[config.mk]
export PLATFORM = sky130hd
export DESIGN_NAME = dota_cal_ctrl
export DESIGN_NICKNAME = d
export VERILOG_FILES = /design/src/rtl/dota_pkg.sv /design/src/rtl/dota_sync2.sv /design/src/rtl/dota_cal_ctrl.sv
export SDC_FILE = /design/constraint.sdc
export NUM_CORES = 1
export LEC_CHECK = 0
export ABC_CLOCK_PERIOD_IN_PS = 7100
export CORE_UTILIZATION = 45
export DETAILED_ROUTE_END_ITERATION = 16
export PLACE_DENSITY_LB_ADDON = 0.15
export SKIP_LAST_GASP = 1
export SYNTH_ARGS = -nofsm -noshare
export SYNTH_HDL_FRONTEND = slang
export SYNTH_SLANG_ARGS = --single-unit
[constraint.sdc]
create_clock -name clk -period 7.1 [get_ports clk]
set_clock_uncertainty 0.05 [all_clocks]
set_input_delay 0.71 -clock clk [delete_from_list [all_inputs] [get_ports clk]]
set_output_delay 0.71 -clock clk [all_outputs]
set_load 0.02 [all_outputs]
[src/rtl/dota_pkg.sv]
// Shared types and constants for the OTA offset-calibration sequencer.
package dota_pkg;

    typedef enum logic [1:0] {
        StIdle,
        StSettle,
        StSample,
        StRun
    } state_e;

    // Comparator path is two flops deep, so a trim change needs at least this many cycles.
    localparam int unsigned MIN_SETTLE = 2;

    localparam int unsigned DefaultTrimW   = 6;
    localparam int unsigned DefaultSettleW = 4;
    localparam int unsigned DefaultRecalW  = 16;

endpackage

[src/rtl/dota_sync2.sv]
// Two-flop synchronizer for the asynchronous comparator decision.
module dota_sync2 (
    input  logic clk,
    input  logic rst_n,
    input  logic d_i,
    output logic q_o
);

    logic meta_q;
    logic sync_q;

    always_ff @(posedge clk or negedge rst_n) begin
        if (!rst_n) begin
            meta_q <= 1'b0;
            sync_q <= 1'b0;
        end else begin
            meta_q <= d_i;
            sync_q <= meta_q;
        end
    end

    assign q_o = sync_q;

endmodule

[src/rtl/dota_cal_ctrl.sv]
// OTA offset-calibration sequencer: SAR search on the trim code using the shorted-input
// comparator decision, then run mode with optional periodic re-calibration.
module dota_cal_ctrl
    import dota_pkg::*;
#(
    parameter int unsigned TRIM_W   = DefaultTrimW,
    parameter int unsigned SETTLE_W = DefaultSettleW,
    parameter int unsigned RECAL_W  = DefaultRecalW
) (
    input  logic                clk,
    input  logic                rst_n,
    input  logic                ena_i,
    input  logic                cal_start_i,
    input  logic [SETTLE_W-1:0] settle_cycles_i,
    input  logic [RECAL_W-1:0]  recal_period_i,
    input  logic                cmp_in_i,
    output logic                ota_en_o,
    output logic                cal_mode_o,
    output logic [TRIM_W-1:0]   trim_o,
    output logic                busy_o,
    output logic                done_o,
    output logic                trim_valid_o
);

    localparam int unsigned IdxW = (TRIM_W > 1) ? $clog2(TRIM_W) : 1;
    localparam logic [TRIM_W-1:0] TrimMsb = TRIM_W'(1) << (TRIM_W - 1);

    state_e              state_q, state_d;
    logic [TRIM_W-1:0]   trim_q, trim_d;
    logic                trim_valid_q, trim_valid_d;
    logic                ota_en_q, ota_en_d;
    logic                cal_mode_q, cal_mode_d;
    logic                busy_q, busy_d;
    logic                done_q, done_d;
    logic [SETTLE_W-1:0] settle_cnt_q, settle_cnt_d;
    logic [IdxW-1:0]     bit_idx_q, bit_idx_d;
    logic [RECAL_W-1:0]  recal_cnt_q, recal_cnt_d;

    logic                cmp_s;
    logic                start_cal;
    logic                recal_expire;
    logic [SETTLE_W-1:0] settle_load;
    logic [TRIM_W-1:0]   trim_n;

    dota_sync2 u_cmp_sync (
        .clk   (clk),
        .rst_n (rst_n),
        .d_i   (cmp_in_i),
        .q_o   (cmp_s)
    );

    // Counter is loaded with S-1 and SETTLE exits at zero, giving exactly S cycles.
    always_comb begin
        if (settle_cycles_i < SETTLE_W'(MIN_SETTLE)) begin
            settle_load = SETTLE_W'(MIN_SETTLE - 1);
        end else begin
            settle_load = settle_cycles_i - SETTLE_W'(1);
        end
    end

    assign recal_expire = (recal_period_i != '0) &&
                          (recal_cnt_q == recal_period_i - RECAL_W'(1));

    always_comb begin
        state_d      = state_q;
        trim_d       = trim_q;
        trim_valid_d = trim_valid_q;
        ota_en_d     = ota_en_q;
        cal_mode_d   = cal_mode_q;
        busy_d       = busy_q;
        done_d       = 1'b0;
        settle_cnt_d = settle_cnt_q;
        bit_idx_d    = bit_idx_q;
        recal_cnt_d  = recal_cnt_q;
        start_cal    = 1'b0;
        trim_n       = trim_q;

        unique case (state_q)
            StIdle: begin
                start_cal = cal_start_i;
            end
            StSettle: begin
                if (settle_cnt_q == '0) begin
                    state_d = StSample;
                end else begin
                    settle_cnt_d = settle_cnt_q - SETTLE_W'(1);
                end
            end
            StSample: begin
                if (cmp_s) begin
                    trim_n[bit_idx_q] = 1'b0;
                end
                if (bit_idx_q != '0) begin
                    trim_n[bit_idx_q - IdxW'(1)] = 1'b1;
                    bit_idx_d    = bit_idx_q - IdxW'(1);
                    settle_cnt_d = settle_load;
                    state_d      = StSettle;
                end else begin
                    state_d      = StRun;
                    done_d       = 1'b1;
                    trim_valid_d = 1'b1;
                    busy_d       = 1'b0;
                    cal_mode_d   = 1'b0;
                    recal_cnt_d  = '0;
                end
                trim_d = trim_n;
            end
            StRun: begin
                recal_cnt_d = recal_cnt_q + RECAL_W'(1);
                start_cal   = cal_start_i || recal_expire;
            end
            default: begin
                state_d = StIdle;
            end
        endcase

        if (start_cal) begin
            state_d      = StSettle;
            trim_d       = TrimMsb;
            bit_idx_d    = IdxW'(TRIM_W - 1);
            settle_cnt_d = settle_load;
            busy_d       = 1'b1;
            trim_valid_d = 1'b0;
            ota_en_d     = 1'b1;
            cal_mode_d   = 1'b1;
            recal_cnt_d  = '0;
        end

        // Disable overrides everything; only a finished result survives it.
        if (!ena_i) begin
            state_d      = StIdle;
            ota_en_d     = 1'b0;
            cal_mode_d   = 1'b0;
            busy_d       = 1'b0;
            done_d       = 1'b0;
            settle_cnt_d = '0;
            bit_idx_d    = '0;
            recal_cnt_d  = '0;
            if ((state_q == StSettle) || (state_q == StSample)) begin
                trim_d       = '0;
                trim_valid_d = 1'b0;
            end else begin
                trim_d       = trim_q;
                trim_valid_d = trim_valid_q;
            end
        end
    end

    always_ff @(posedge clk or negedge rst_n) begin
        if (!rst_n) begin
            state_q      <= StIdle;
            trim_q       <= '0;
            trim_valid_q <= 1'b0;
            ota_en_q     <= 1'b0;
            cal_mode_q   <= 1'b0;
            busy_q       <= 1'b0;
            done_q       <= 1'b0;
            settle_cnt_q <= '0;
            bit_idx_q    <= '0;
            recal_cnt_q  <= '0;
        end else begin
            state_q      <= state_d;
            trim_q       <= trim_d;
            trim_valid_q <= trim_valid_d;
            ota_en_q     <= ota_en_d;
            cal_mode_q   <= cal_mode_d;
            busy_q       <= busy_d;
            done_q       <= done_d;
            settle_cnt_q <= settle_cnt_d;
            bit_idx_q    <= bit_idx_d;
            recal_cnt_q  <= recal_cnt_d;
        end
    end

    assign ota_en_o     = ota_en_q;
    assign cal_mode_o   = cal_mode_q;
    assign trim_o       = trim_q;
    assign busy_o       = busy_q;
    assign done_o       = done_q;
    assign trim_valid_o = trim_valid_q;

endmodule

==> out/qor.csv <==
stage,metric,value,unit
worst_setup_path,cp.required,7230,ps
timing,rsz0062_at_grt,no,
drt,detail-route-antenna-nets,0,
timing,worst_pin_slew,1180,ps
yosys,avgSynthCellArea,7.78,um^2
worst_setup_path,crit_path_max_fanout,28,
drt,drc,0,
power_and_ir_drop,power.leakage,1.31,nW
worst_setup_path,crit_family,compound AO/OA/AOI/OAI gates,
cts,cts_buffer_depth,2,
finish,final_cell_mix,"nor2_1, dfrtp_1, nand2_1, clkdlybuf4s50_1, a21oi_1",
power_and_ir_drop,peakVddDrop,170,uV
floorplanning,die_h,81.1,um
placed_design,io_buffer_count,35,
timing,drv_slew,0,
yosys,synth_ff_type,dfrtp_1,
yosys,synth_xor_area_share,6.84,%
cts,cts_setup_buffers,0,
floorplanning,top_level_ports,36,
yosys,synthSimpleGateAreaFrac,26.7,%
yosys,yosysWarningCount,0,
yosys,syn_nets,398,
min_path,hold_class,register to register,
power_and_ir_drop,fin_total_pwr,0.848,mW
finish,nets,424,
yosys,yosys_register_bits,37,
grt,antenna_found_initial,0,
floorplanning,die_x,81.1,um
grt,grt_max_degree,38,
floorplanning,initial_core_util,47.0,%
worst_setup_path,r2r-end,trim_o[4]$_DFFE_PN0P_,
drt,vias_per_cell,5.74,
power_and_ir_drop,p_seq_share,32.7,%
yosys,synth.area.mux_share,1.07,%
cts,clock_latency,290,ps
cts,cts_tree,built,
worst_setup_path,crit_chain,clkdlybuf4s50_1 > nor3_1 > nand4_1 > xnor2_1 > or4b_1 > a211o_1 > o211ai_4 > o22ai_1 > a22o_1,
outcome,status,completed,
timing,setup_violations,0,
cts,root_buffer,clkbuf_8,
cts,ctsResizeCount,0,
cts,ctsHoldBuffers,0,
yosys,synth.distinct_cells,58,
min_path,min_to,u_cmp_sync.q_o$_DFF_PN0_,
power_and_ir_drop,clkPwrFrac,17.6,%
cts,cts_buffers,5,
worst_setup_path,reg2reg_depth,9,
power_and_ir_drop,p_sw_share,43.1,%
grt,grt_pass1_wl,11100,um
timing,clock.fmax,257,MHz
power_and_ir_drop,power_switching,0.365,mW
yosys,synth-seq-area-share,32.9,%
timing,period_needed,3900,ps
placed_design,dpl.hpwl,4820,um
grt,grt_pass1_vias,2464,
power_and_ir_drop,pwr-share-comb,49.7,%
finish,stdcell_count,463,
worst_setup_path,critPathArrivalTime,4030,ps
placed_design,gp_congestion,0.852,
finish,diodes,0,
yosys,synth_area,2820,um^2
min_path,hp-start,u_cmp_sync.meta_q$_DFF_PN0_,
floorplanning,row_count,28,
power_and_ir_drop,internal_power,0.483,mW
timing,setup_tns,0,ps
drt,drt_pass1_iterations,4,
worst_setup_path,cp_slowest_cell,o211ai_4,
drt,wl,6580,um
worst_setup_path,cp_num_buf_inv,1,
floorplanning,coreArea,5990,um^2
timing,slew_headroom,20.6,%
finish,final_common_cell,nor2_1,
worst_setup_path,timing.rr.start,state_q[0]$_DFFE_PN0P_,
cts,htreeDepth,2,
yosys,synth_compound_area_share,22.7,%
grt,globalRouteTotalUtil,22.2,%
finish,fill_cells,574,
worst_setup_path,reg2reg_setup_slack,3830,ps
yosys,synth_top_family_by_area,simple AND/OR/NAND/NOR gates,
flow_run,maxCapViolCount,0,
cts,path_clk_slew,70,ps
yosys,synth_edf_count,0,
yosys,syn_inst,362,
power_and_ir_drop,p_per_area,259,nW/um^2
min_path,hold_depth,0,
worst_setup_path,cp_slowest_stage_delay,660,ps
timing,hold_slack,299,ps
drt,num_vias,2658,
drt,wl_per_cell,14.2,um
finish,drive_gt1_share,3.87,%
finish,area_growth,16.1,%
yosys,synth_fa_ha_area_share,4.89,%
worst_setup_path,cp-end-kind,register,
grt,grt_overflow,0,
worst_setup_path,start_kind,input pin,
cts,cts.sinks,37,
floorplanning,dieArea,6580,um^2
drt,drt_iter0_markers,102,
timing,hold_violations,0,
yosys,synthArstFlopShare,100,%
placed_design,place_inst,456,
finish,final_util,54.6,%
worst_setup_path,path_class,input pin to register,
timing,period_share,54.9,%
==> how the worst max path moves through the flow <==
| stage | start | to | slack (ps) | cells after the start |
|---|---|---|---|---|
| after floorplan | recal_period_i[1] | trim_o[4]$_DFFE_PN0P_ | 4200 | 8 |
| after global placement | recal_period_i[2] | trim_o[4]$_DFFE_PN0P_ | 3010 | 9 |
| after detailed placement | recal_period_i[2] | trim_o[4]$_DFFE_PN0P_ | 2940 | 9 |
| after CTS | recal_period_i[2] | trim_o[4]$_DFFE_PN0P_ | 3220 | 9 |
| after global routing | recal_period_i[2] | trim_o[4]$_DFFE_PN0P_ | 2960 | 9 |
| final | recal_period_i[2] | trim_o[4]$_DFFE_PN0P_ | 3200 | 9 |
==> stage by stage <==
step / cell area, um^2 / worst slack [ps]
final: 3270 / 3200
after global routing: 3270 / 2960
after CTS: 3270 / 3220
after detailed placement: 3180 / 2940
after global placement: 3180 / 3010
after floorplan: 2820 / 4200
==> cells in the mapped netlist (all sizes together), types with 2 or more instances <==
| cell | n | area [um^2] |
|---|---|---|
| a211oi | 2 | 15.0 |
| a21oi | 31 | 155 |
| a22oi | 6 | 45.0 |
| a311oi | 3 | 26.3 |
| a31oi | 2 | 12.5 |
| and3 | 5 | 31.3 |
| buf | 4 | 26.3 |
| clkbuf | 12 | 45.0 |
| dfrtp | 37 | 926 |
| ha | 11 | 138 |
| inv | 17 | 63.8 |
| mux2i | 3 | 30.0 |
| nand2 | 35 | 131 |
| nand2b | 3 | 18.8 |
| nand3 | 10 | 50.1 |
| nand4 | 3 | 18.8 |
| nor2 | 57 | 214 |
| nor2b | 5 | 31.3 |
| nor3 | 20 | 100 |
| nor3b | 3 | 22.5 |
| nor4 | 4 | 25.0 |
| o21ai | 28 | 144 |
| o22ai | 4 | 38.8 |
| o311ai | 2 | 17.5 |
| o31ai | 2 | 15.0 |
| or2 | 2 | 12.5 |
| or3 | 5 | 36.3 |
| xnor2 | 13 | 114 |
| xor2 | 9 | 78.8 |
==> layout make-up <==
type,count,area [um^2],share of cell area [%]
multi-input cells,291,1750,53.6
flip-flops and latches,37,926,28.3
repair buffers,35,345,10.6
well taps,75,93.8,2.87
clock buffers,7,86.3,2.64
inverters,18,67.6,2.07
==> state kept, by name, indices dropped and copies added (netlist names) <==
register	count
recal_cnt_q	16
trim_o	6
settle_cnt_q	4
bit_idx_q	3
state_q	2
busy_o	1
done_o	1
ota_en_o	1
trim_valid_o	1
u_cmp_sync.meta_q	1
u_cmp_sync.q_o	1
==> routing by layer <==
layer | share of wire, % | track usage (%) | wire, um
met1 | 49 | 30.8 | 3230
met2 | 43 | 34.7 | 2860
met3 | 6.0 | 4.38 | 393
met4 | 1.4 | 6.79 | 93
met5 | 0 | 0 | 0
==> power groups by stage <==
stage          combinational, mW  sequential [mW]  clock (mW)
2_1_floorplan              0.297            0.286           0
3_3_place_gp               0.413            0.280           0
3_5_place_dp               0.418            0.281           0
4_1_cts                    0.421            0.277       0.155
5_1_grt                    0.479            0.282       0.161
6_report                   0.422            0.277       0.149
==> logic make-up after synthesis <==
group / Yosys count
compound gates: 96
xor+xnor: 22
simple gates: 159
buf+inv: 34
flops: 37
mux: 3
fa+ha+maj: 11
No activity file was read; power rests on OpenSTA's default activity.
==> RTL change: new RTL, same settings <==
The package constant `DefaultSettleW` goes from 4 to 2.
--- a/src/rtl/dota_pkg.sv
+++ b/src/rtl/dota_pkg.sv
@@ -14,3 +14,3 @@
     localparam int unsigned DefaultTrimW   = 6;
-    localparam int unsigned DefaultSettleW = 4;
+    localparam int unsigned DefaultSettleW = 2;
     localparam int unsigned DefaultRecalW  = 16;
Ports: changed (resized settle_cycles_i); port bits go from 36 to 34. No check against the original RTL was run, so the function may have changed too.
==> RTL change against the original RTL <==
Worst setup slack improved by 200 ps; core utilization increased by 2.3 points; register-to-register slack improved by 240 ps; area after synthesis decreased by 11%; sequential cell count decreased by 2; routed wire length decreased by 11%; cell area decreased by 8.9%; power decreased by 16%; fmax increased by 5.4%; global-route usage decreased by 1.3 points; critical path type unchanged; critical endpoint is now trim_o[3].
==> RTL change: results (changes against the original RTL) <==
Final layout
The proportion of layout cells with a drive suffix above 1 is 4.76% (+0.90 points). The non-clock buffer contribution to total cell area is 11.6% (+1.0 points). The final cell count without fillers is 406 (-12%). The final net count came to 367 (-13%). The relative area of clock buffers and inverters in the final design is 3.19% (+0.55 points). Relative to the synthesized area, the layout overhead comes to 18.9%. The count of filler cells inserted in the layout is 493 (-14%).

Power and ir drop
The total net switching power came to 0.000289 W (-21%). The internal power summed over all cells is 0.000427 W (-12%). The cell leakage power is 1.19 nW (-9.6%).

The combinational cell power is 0.000311 W (-26%). The worst voltage drop across the vdd grid is 0.195 mV (+15%).

Logic synthesis
The distinct cell type count after synthesis is 49 (-16%). In the synthesized netlist, the cells that appear most often are sky130_fd_sc_hd__nor2_1 (38), sky130_fd_sc_hd__dfrtp_1 (35), sky130_fd_sc_hd__nand2_1 (30), sky130_fd_sc_hd__a21oi_1 (20), sky130_fd_sc_hd__inv_1 (17). The mean area per synthesized cell is 8.22 µm² (+5.6%). The net count after synthesis was 337 (-15%).

STA
The relative slew slack is 46.6% (+26 points).

Drt
The wire length on met3 is 282 µm (-28%). The met2 wire length came to 2680 µm (-6.5%). The routed metal-1 wirelength came to 2850 µm (-12%). The number of DRC markers after the initial detailed-route iteration came to 133 (+30%). The total via count after detailed routing is 2368 (-11%).

GRT
The global-route wire length before repair came to 9910 µm (-11%). The maximum number of pins on one net before global-route repair is 36 (-5.3%). The number of global-route vias before repair is 2206 (-10%). The met2 track utilization from global routing came to 33.2% (-1.5 points). The overall fraction of global-route tracks in use is 20.8% (-1.3 points).

Critical path
The critical path arrival is 3780 ps (-250 ps). The critical path starts at recal_period_i[0]. The largest stage delay on the critical path is 600 ps (-60 ps). The kind of cell adding the most delay to the critical path is simple AND/OR/NAND/NOR gates. The library cell contributing the largest single delay on the critical path is sky130_fd_sc_hd__nand2_1.

Clocking
The count of clock tree sinks was 35 (-5.4%).

Placed design
The post-placement cell area is 2880 µm² (-9.4%). The number of placed cells counting well taps is 398 (-13%). The placer's final routability congestion estimate is 0.826 (-3.0%).

Status
The flow ran to the end, and the final reports show no timing, DRC or antenna violations.
-- RTL change: kinds of logic (layout without fill, tap and decap cells) --
| family | count (synthesis) | count (layout) | synth area share, % |
|---|---|---|---|
| AO/OA/AOI/OAI | 74 | 74 | 19.3 |
| XOR/XNOR | 23 | 23 | 8.04 |
| adder cells (fa/ha/maj) | 9 | 9 | 4.49 |
| buffers and inverters | 29 | 60 | 4.74 |
| flip-flops | 35 | 35 | 34.9 |
| multiplexers | 6 | 6 | 2.55 |
| AND/OR/NAND/NOR | 129 | 129 | 26.0 |
-- RTL change: path summary, 6_finish.rpt --
| path | end | slack (ps) |
|---|---|---|
| min in group asynchronous | recal_cnt_q[7] | 790 |
| hold / removal | u_cmp_sync.q_o | 310 |
| setup / recovery | trim_o[3] | 3410 |
| max in group asynchronous | recal_cnt_q[6] | 5890 |
| setup reg to reg | trim_o[3] | 4070 |
| hold reg to reg | u_cmp_sync.q_o | 310 |
